[src/rtl/pipe_stage_register.sv]
// Pipeline stage register between execute and memory stages.
// Holds one instruction slot (status, icode, register IDs, values, condition)
// with stall/bubble control, saturating stall and bubble event counters, and
// a sticky flag for the illegal stall+bubble combination.
//
// Slot semantics: m_valid=1 means the held slot was loaded from the upstream
// e_* inputs on a load edge; m_valid=0 means the slot is a bubble (nop)
// inserted either by bubble or by reset. A stall keeps m_valid unchanged
// together with the rest of the slot.
module pipe_stage_register #(
    parameter int                WORD_W       = 64,
    parameter int                STAT_W       = 3,
    parameter int                CNT_W        = 32,
    parameter logic [3:0]        BUBBLE_ICODE = 4'h1,
    parameter logic [3:0]        RNONE        = 4'hF,
    parameter logic [STAT_W-1:0] STAT_AOK     = STAT_W'(1)
) (
    input  logic              clock,
    input  logic              reset_n,
    input  logic              stall,
    input  logic              bubble,
    input  logic [STAT_W-1:0] e_stat,
    input  logic [3:0]        e_icode,
    input  logic [3:0]        e_regA,
    input  logic [3:0]        e_regB,
    input  logic [WORD_W-1:0] e_valC,
    input  logic [WORD_W-1:0] e_valP,
    input  logic [WORD_W-1:0] e_valA,
    input  logic [WORD_W-1:0] e_valB,
    input  logic [WORD_W-1:0] e_valE,
    input  logic              e_cond,
    output logic [STAT_W-1:0] m_stat,
    output logic [3:0]        m_icode,
    output logic [3:0]        m_regA,
    output logic [3:0]        m_regB,
    output logic [WORD_W-1:0] m_valC,
    output logic [WORD_W-1:0] m_valP,
    output logic [WORD_W-1:0] m_valA,
    output logic [WORD_W-1:0] m_valB,
    output logic [WORD_W-1:0] m_valE,
    output logic              m_cond,
    output logic              m_valid,
    output logic [CNT_W-1:0]  stall_count,
    output logic [CNT_W-1:0]  bubble_count,
    output logic              ctl_error
);

    // Priority is reset, stall, bubble, load. Reset also loads the bubble slot.
    logic load_bubble;
    logic hold_slot;
    logic count_stall;
    logic count_bubble;

    // Decode the control inputs into one action per edge.
    always_comb begin
        hold_slot    = reset_n && stall;
        load_bubble  = !reset_n || (!stall && bubble);
        count_stall  = reset_n && stall && (stall_count != '1);
        count_bubble = reset_n && !stall && bubble && (bubble_count != '1);
    end

    // Slot contents: bubble slot, hold, or capture of the upstream fields.
    always_ff @(posedge clock) begin
        if (load_bubble) begin
            m_stat  <= STAT_AOK;
            m_icode <= BUBBLE_ICODE;
            m_regA  <= RNONE;
            m_regB  <= RNONE;
            m_valC  <= '0;
            m_valP  <= '0;
            m_valA  <= '0;
            m_valB  <= '0;
            m_valE  <= '0;
            m_cond  <= 1'b0;
            m_valid <= 1'b0;
        end else if (!hold_slot) begin
            m_stat  <= e_stat;
            m_icode <= e_icode;
            m_regA  <= e_regA;
            m_regB  <= e_regB;
            m_valC  <= e_valC;
            m_valP  <= e_valP;
            m_valA  <= e_valA;
            m_valB  <= e_valB;
            m_valE  <= e_valE;
            m_cond  <= e_cond;
            m_valid <= 1'b1;
        end
    end

    // Saturating event counters and the sticky stall+bubble conflict flag.
    always_ff @(posedge clock) begin
        if (!reset_n) begin
            stall_count  <= '0;
            bubble_count <= '0;
            ctl_error    <= 1'b0;
        end else begin
            if (count_stall) begin
                stall_count <= stall_count + CNT_W'(1);
            end
            if (count_bubble) begin
                bubble_count <= bubble_count + CNT_W'(1);
            end
            if (stall && bubble) begin
                ctl_error <= 1'b1;
            end
        end
    end

endmodule
[config.mk]
export PLATFORM = sky130hd
export DESIGN_NAME = pipe_stage_register
export DESIGN_NICKNAME = d
export VERILOG_FILES = /design/src/rtl/pipe_stage_register.sv
export SDC_FILE = /design/constraint.sdc
export NUM_CORES = 1
export LEC_CHECK = 0
export ABC_AREA = 0
export CORE_AREA = 2 2 291 293
export DETAILED_ROUTE_END_ITERATION = 8
export DIE_AREA = 0 0 293 295
export GPL_TIMING_DRIVEN = 1
export SLEW_MARGIN = 20
export SYNTH_ARGS = -nofsm -noshare
export SYNTH_HDL_FRONTEND = slang
export SYNTH_SLANG_ARGS = --single-unit
[constraint.sdc]
create_clock -name clock -period 2.6 [get_ports clock]
set_clock_uncertainty 0.2 [all_clocks]
set_input_delay 0.39 -clock clock [delete_from_list [all_inputs] [get_ports clock]]
set_output_delay 0.39 -clock clock [all_outputs]
set_load 0.02 [all_outputs]
Word level (Yosys, flattened, before mapping)
Index checks and enable logic that the tools add are counted.

storage, ports and cells
  bits of input ports = 340
  register bits after elaboration = 402
  output and inout bits = 402
  logic and storage cells = 28

cells by class
  equality and inequality tests = 2
  reduce and logical (&&, ||, !) cells = 10
  add/subtract/negate cells = 2

operators by type and width
  kind                                           number
  adder 32 x 1 -> 32 bit, second input constant  2
  inequality test 32 bit, second input constant  2
  logical AND 1 bit                              7
  logical NOT 1 bit                              2
  logical OR 1 bit                               1

Longest topological paths before layout
Gate-level depths: netlist of run 1.

  depth in word-level cells = 4
  depth in mapped cells = 8
  depth with buffers taken out = 6

Worst setup path before layout of run 1
OpenSTA, ideal clock, no wires.

  kind = flip-flop to flip-flop
  start point = register bubble_count[0]
  end point = register bubble_count[31]
  cell stages (with the launch flop) = 8
  path slack = 0.305 ns
  required time = 2.281 ns
  period minus slack after synthesis = 2.295 ns
  setup time = 0.119 ns
  arrival time = 1.975 ns
  path buffers = 1
  path through = dfxtp_1 > ha_1 > nand3_1 > or4_4 > o211ai_1 > buf_4 > nor4_1 > o21bai_1

between the ends
  word-level cells in the longest chain between the ends = 2
  elaborated cells on any way between the ends = 3
  classes of those cells = 1 x add/sub; 1 x eq/ne; 1 x reduce/logical

RTL lines
  element                                                         line  text
  from (decl)                                                     44    output logic [CNT_W-1:0] bubble_count,
  from (signal assigned)                                          102   bubble_count <= bubble_count + CNT_W'(1);
  branches (longest 2 deep; another with adder 32 x 1 -> 32 bit)  n/a

Parallel ways; which one is timed is not known.
A chain may end at the register's enable or synchronous reset.

Final worst setup path of run 1
  start point = register stall_count[4]
  end point = output stall_count[4]

RTL lines
  element                 line  text
  from (decl)             43    output logic [CNT_W-1:0] stall_count,
  from (signal assigned)  99    stall_count <= stall_count + CNT_W'(1);

No word-level cell between the ends.

==> impl_metrics.toml, run 1 <==
[synthesis]
synth_commonest_cells = "dfxtp_1, a21oi_1, nor2_1"
synth_edf_count = 0
synth_top_family_by_area = "simple AND/OR/NAND/NOR gates"
synth_compound_area_frac = 0.135
synth_adder_area_share = 0.00155
synth.area.mux_share = 0.0112
syn_inst = 1906
synthSimpleGateAreaFrac = 0.308
synth_seq_area_share = 0.500
synth_nets = 2248
syn_area_um2 = 16100
yosysWarnings = 0
synth_cell_type_count = 42
yosys.area.top_type = "dfxtp_1"
yosys-top-cells-area = "dfxtp_1, nor3b_1, a21oi_1"
synth_ff_type = "dfxtp_1"
synth_seq_cells = 402
syn_area_per_cell_um2 = 8.45
yosysTopAreaCellShare = 0.500
synth_xor_area_frac = 0.00272
yosysMostFrequentCell = "dfxtp_1"
ys_async_sr_fraction = 0

[route]
post_drt_wl_per_cell_um = 16.1
ant_nets = 0
finalWirelength_um = 59500
drt_first_pass_iters = 4
avgViaCountPerCell = 4.31
vias = 15900
drt-initial-drc-count = 783
drc = 0

[min_path]
hp-start = "reset_n"
hold_path.class = "in -> reg"
hold_depth = 3
min_to = "m_valC[54]"

[power_and_ir_drop]
powerDensity_nw_per_um2 = 585
peakVddDrop_v = 0.000412
p_leak_uw = 0.00898
total_power_uw = 15300

[worst_setup_path]
max_stage_delay_ns = 0.75
required_ns = 2.01
reg2reg_slack_ns = 0.26
critPathTopFamily = "buffers and inverters"
startpoint_type = "flop"
r2r-end = "bubble_count[30]"
r2r_start = "bubble_count[1]"
criticalPathCategory = "reg -> out"
r2r_cells = 6
timing.critical_path.buf_inv = 1
arrival_ns = 1.76
path_cells = "clkdlybuf4s50_1"
critPathCaptureType = "output port"
critPathMaxFanout = 8
cpMaxStageDelayCell = "clkdlybuf4s50_1"

[grt]
grt_pass1_vias = 15200
grt_overflow = 0
grt_max_degree = 201
grt_pass1_wl_um = 89600
grt_util_all_layers = 0.129
antenna_found_initial = 1

[floorplan]
ios = 742
die_h_um = 295
die_width_um = 293
core_um2 = 83200
die-area_um2 = 86400
row_count = 106
start_util = 0.194

[placement]
pre_cts_slack_ns = 0.264
place_hpwl_um = 42000
place_inst = 3592
io_buffers = 741
gp_congestion = 0.802

[clock_tree]
cts_root_buf = "clkbuf_16"
cts_tree = "built"
clk_latency_ns = 0.57
post_cts_resized = 0
postCtsHoldBufs = 2
clkSinkCount = 402
cts_buffers = 48
path_clk_slew_ns = 0.06
cts_buffer_depth = 3
post_cts_buffers = 0
cts_max_level = 2

[sta]
post-route-period-util = 0.903
setup_tns_ns = 0
setup_ws_ns = 0.253
setup_viol = 0
worst_pin_slew_ns = 1.10
fmax_mhz = 426
whs_ns = 0.0467
finalMaxSlewViolations = 0
relSlewSlack = 0.265
finalHoldViolCount = 0
min_period_ns = 2.35
rsz0062_at_grt = "no"

[final_layout]
n_fill_cell = 8694
syn2layout_area_growth_pct = 62.8
fin_cells = 3683
nNetsFinal = 2906
drive_gt1_frac = 0.0453

[run_status]
run_status = "complete, no violations"

[run]
drv_cap = 0
flip-flops by register name (all words and copies together) (netlist names):
signal        flops
m_stat            3
stall_count      32
ctl_error         1
bubble_count     32
m_valC           64
m_cond            1
m_valP           64
m_valB           64
m_valA           64
m_regA            4
m_valE           64
m_icode           4
m_valid           1
m_regB            4
layer usage:
layer	wire length, µm	track usage	share of wire	vias to the layer above
li1	-	-	-	7950
met1	24000	0.150	0.40	7321
met2	28200	0.217	0.47	501
met3	5120	0.0464	0.086	101
met4	2190	0.0500	0.037	0
met5	0	0	0	-
kinds of logic after synthesis:
| kind of cell | after synthesis |
|---|---|
| buf+inv | 176 |
| mux | 18 |
| flops | 402 |
| xor+xnor | 5 |
| compound gates | 419 |
| fa+ha+maj | 2 |
| simple gates | 884 |
through the flow:
step                      area, µm²   util
after CTS                     26200  0.315
after global routing          26200  0.315
final                         26200  0.315
after global placement        24600  0.296
after floorplan               16100      -
after detailed placement      24600  0.296
area by class of cell:
type                       instances  area, µm²  area share
antenna                            1       2.50   0.0000955
clock buffer                      69       1350      0.0516
clock inverter                    19        214     0.00817
inverter                           9       41.3     0.00158
multi-input combinational       1328       7390       0.282
sequential                       402       8050       0.307
tap                             1080       1350      0.0516
timing repair buffer             775       7810       0.298
cells in the final DEF, fill, tap and decap left out, types with 3 or more instances in the layout:
master / n
a21oi_1: 359
clkbuf_16: 49
nor2_1: 355
clkbuf_8: 5
nand3_1: 24
clkinv_2: 10
inv_1: 8
and4_1: 7
nand4_1: 23
inv_6: 5
nand2_1: 50
o21bai_1: 3
bufinv_16: 4
clkdlybuf4s50_1: 738
or3_1: 26
buf_12: 10
mux2i_1: 18
o211ai_1: 4
dfxtp_1: 402
nor3_1: 18
buf_4: 22
o31ai_1: 10
nor4_1: 8
o21ai_0: 35
xor2_1: 3
clkbuf_1: 15
or4_1: 11
nor3b_1: 328
nand2b_1: 15
and3_1: 6
where the power goes:
part           internal (µW)  switching (µW)  leakage, µW  total [µW]
sequential              6370             108      0.00327        6480
combinational           1070             984      0.00493        2060
clock                   4020            2770     0.000776        6790
worst max path at each step:
stage	end	slack, ns	from	cells past startpoint
finish	stall_count[4]	0.25	stall_count[4]	1
global route	bubble_count[30]	0.10	bubble_count[8]	5
CTS	stall_count[4]	0.19	stall_count[4]	1
detailed placement	stall_count[23]	0.26	reset_n	7
global placement	stall_count[23]	0.24	reset_n	7
floorplan	bubble_count[31]	0.31	bubble_count[0]	7
(Power assumes the default switching activity.)
==> run 2: changes to the inputs <==
- REMOVE_ABC_BUFFERS: default -> 1
==> impl_metrics.toml, run 2 (synthesized netlist as in run 1, its figures left out) <==
[run_status]
run_status = "complete, no violations"

[final_layout]
syn2layout_area_growth_pct = 63.9
stdcell_area_um2 = 26400
drive_gt1_frac = 0.0507
final_common_cell = "clkdlybuf4s50_1"
utilization = 0.317
fin_cells = 3689
nNetsFinal = 2914
final_cell_mix = "clkdlybuf4s50_1, dfxtp_1, a21oi_1"

[grt]
grt_pass1_wl_um = 92100
grt_pass1_vias = 15300
use_met1 = 0.156
use_met2 = 0.230
grt_util_all_layers = 0.135
antenna_found_initial = 10
gr-usage-met3 = 0.0477
top_usage_layer = "met2"
grt_max_degree = 157
grt_overflow = 0

[worst_setup_path]
timing.critical_path.buf_inv = 1
criticalPathCategory = "reg -> out"
critPathTopFamily = "buffers and inverters"
startpoint = "stall_count[22]"
path_cells = "clkdlybuf4s50_1"
r2r_start = "bubble_count[0]"
cpMaxStageDelayCell = "clkdlybuf4s50_1"
critPathCaptureType = "output port"
startpoint_type = "flop"
critPathMaxFanout = 6
required_ns = 2.01
max_stage_delay_ns = 0.74
arrival_ns = 1.75

[route]
drt-initial-drc-count = 698
vias = 15900
finalWirelength_um = 62200
drt_first_pass_iters = 5
avgViaCountPerCell = 4.30
ant_nets = 0
drc = 0
post_drt_wl_per_cell_um = 16.9

[floorplan]
ios = 742
row_count = 106
start_util = 0.194
die_width_um = 293
die-area_um2 = 86400
die_h_um = 295
core_um2 = 83200

[power_and_ir_drop]
peakVddDrop_v = 0.000404
p_leak_uw = 0.00906
switching_share = 0.249
netSwitchingPower_uw = 3930
total_power_uw = 15800
power.internal_uw = 11800
pwr-share-comb = 0.132
power_frac_clock = 0.457
powerDensity_nw_per_um2 = 597
seq_power_share = 0.411

[sta]
finalMaxSlewViolations = 0
setup_viol = 0
relSlewSlack = 0.319
post-route-period-util = 0.902
finalHoldViolCount = 0
whs_ns = 0.0756
fmax_mhz = 426
min_period_ns = 2.34
worst_pin_slew_ns = 1.02
rsz0062_at_grt = "no"

[placement]
gp_congestion = 0.815
placed_area_um2 = 24700
place_hpwl_um = 44700
place_inst = 3600
io_buffers = 741

[clock_tree]
clkSinkCount = 402
cts_buffers = 48
path_clk_slew_ns = 0.06
cts_root_buf = "clkbuf_16"
clk_latency_ns = 0.57
cts_buffer_depth = 3
cts_max_level = 2
post_cts_buffers = 0
cts_tree = "built"

[min_path]
hold_path.class = "in -> reg"
hp-start = "bubble"

[run]
drv_cap = 0
## run 2: cell types whose count changed in the layout (fill, tap and decap cells not counted), moves of 2 or more
cell / before / now
buf_4: 22 / 29
diode_2: 1 / 3
bufinv_16: 4 / 7
clkinv_2: 10 / 6
inv_6: 5 / 2
clkinvlp_4: 0 / 5
clkbuf_1: 15 / 5
clkbuf_8: 5 / 9
## run 2: repair_timing
item                                   4_1_cts  5_1_grt
hold buffers                                 2        0
gates resized for setup                      0        0
endpoints found under the hold margin        6        0
## run 2: final cells by class
type | count | area (µm²)
multi-input cells | 1328 | 7390
clock buffers | 63 | 1370
inverters | 9 | 41.3
repair buffers | 783 | 7880
flip-flops and latches | 402 | 8050
fillers | 8808 | 56800
well taps | 1080 | 1350
diodes | 3 | 7.51
clock inverters | 21 | 304
## run 2: final timing paths
check / end / cells past startpoint / slack [ns]
worst max-delay path: stall_count[22] / 1 / 0.26
worst min-delay path: m_valid / 4 / 0.08
worst min register to register: m_valP[56] / 2 / 0.28
worst max register to register: bubble_count[30] / 6 / 0.27
## run 2: layer usage
metal	part of all wire	vias up	wire, µm
met1	0.40	7299	25100
met2	0.48	496	29800
met3	0.083	108	5190
met4	0.033	8	2030
li1	-	7955	-
met5	0.00079	-	49
## run 2: power by group through the flow
stage,clock network (µW),logic [µW],registers [µW]
after global placement,0,2090,6600
after detailed placement,0,2100,6610
final,7200,2080,6480
after CTS,7480,2110,6480
after floorplan,0,467,6860
after global routing,7710,2250,6500
## run 2: stage by stage
step                setup slack (ns)  setup TNS, ns
detailed placement             0.291              0
global placement               0.331              0
finish                         0.255              0
floorplan                      -2.19        -456.60
global route                  0.0422              0
CTS                            0.184              0
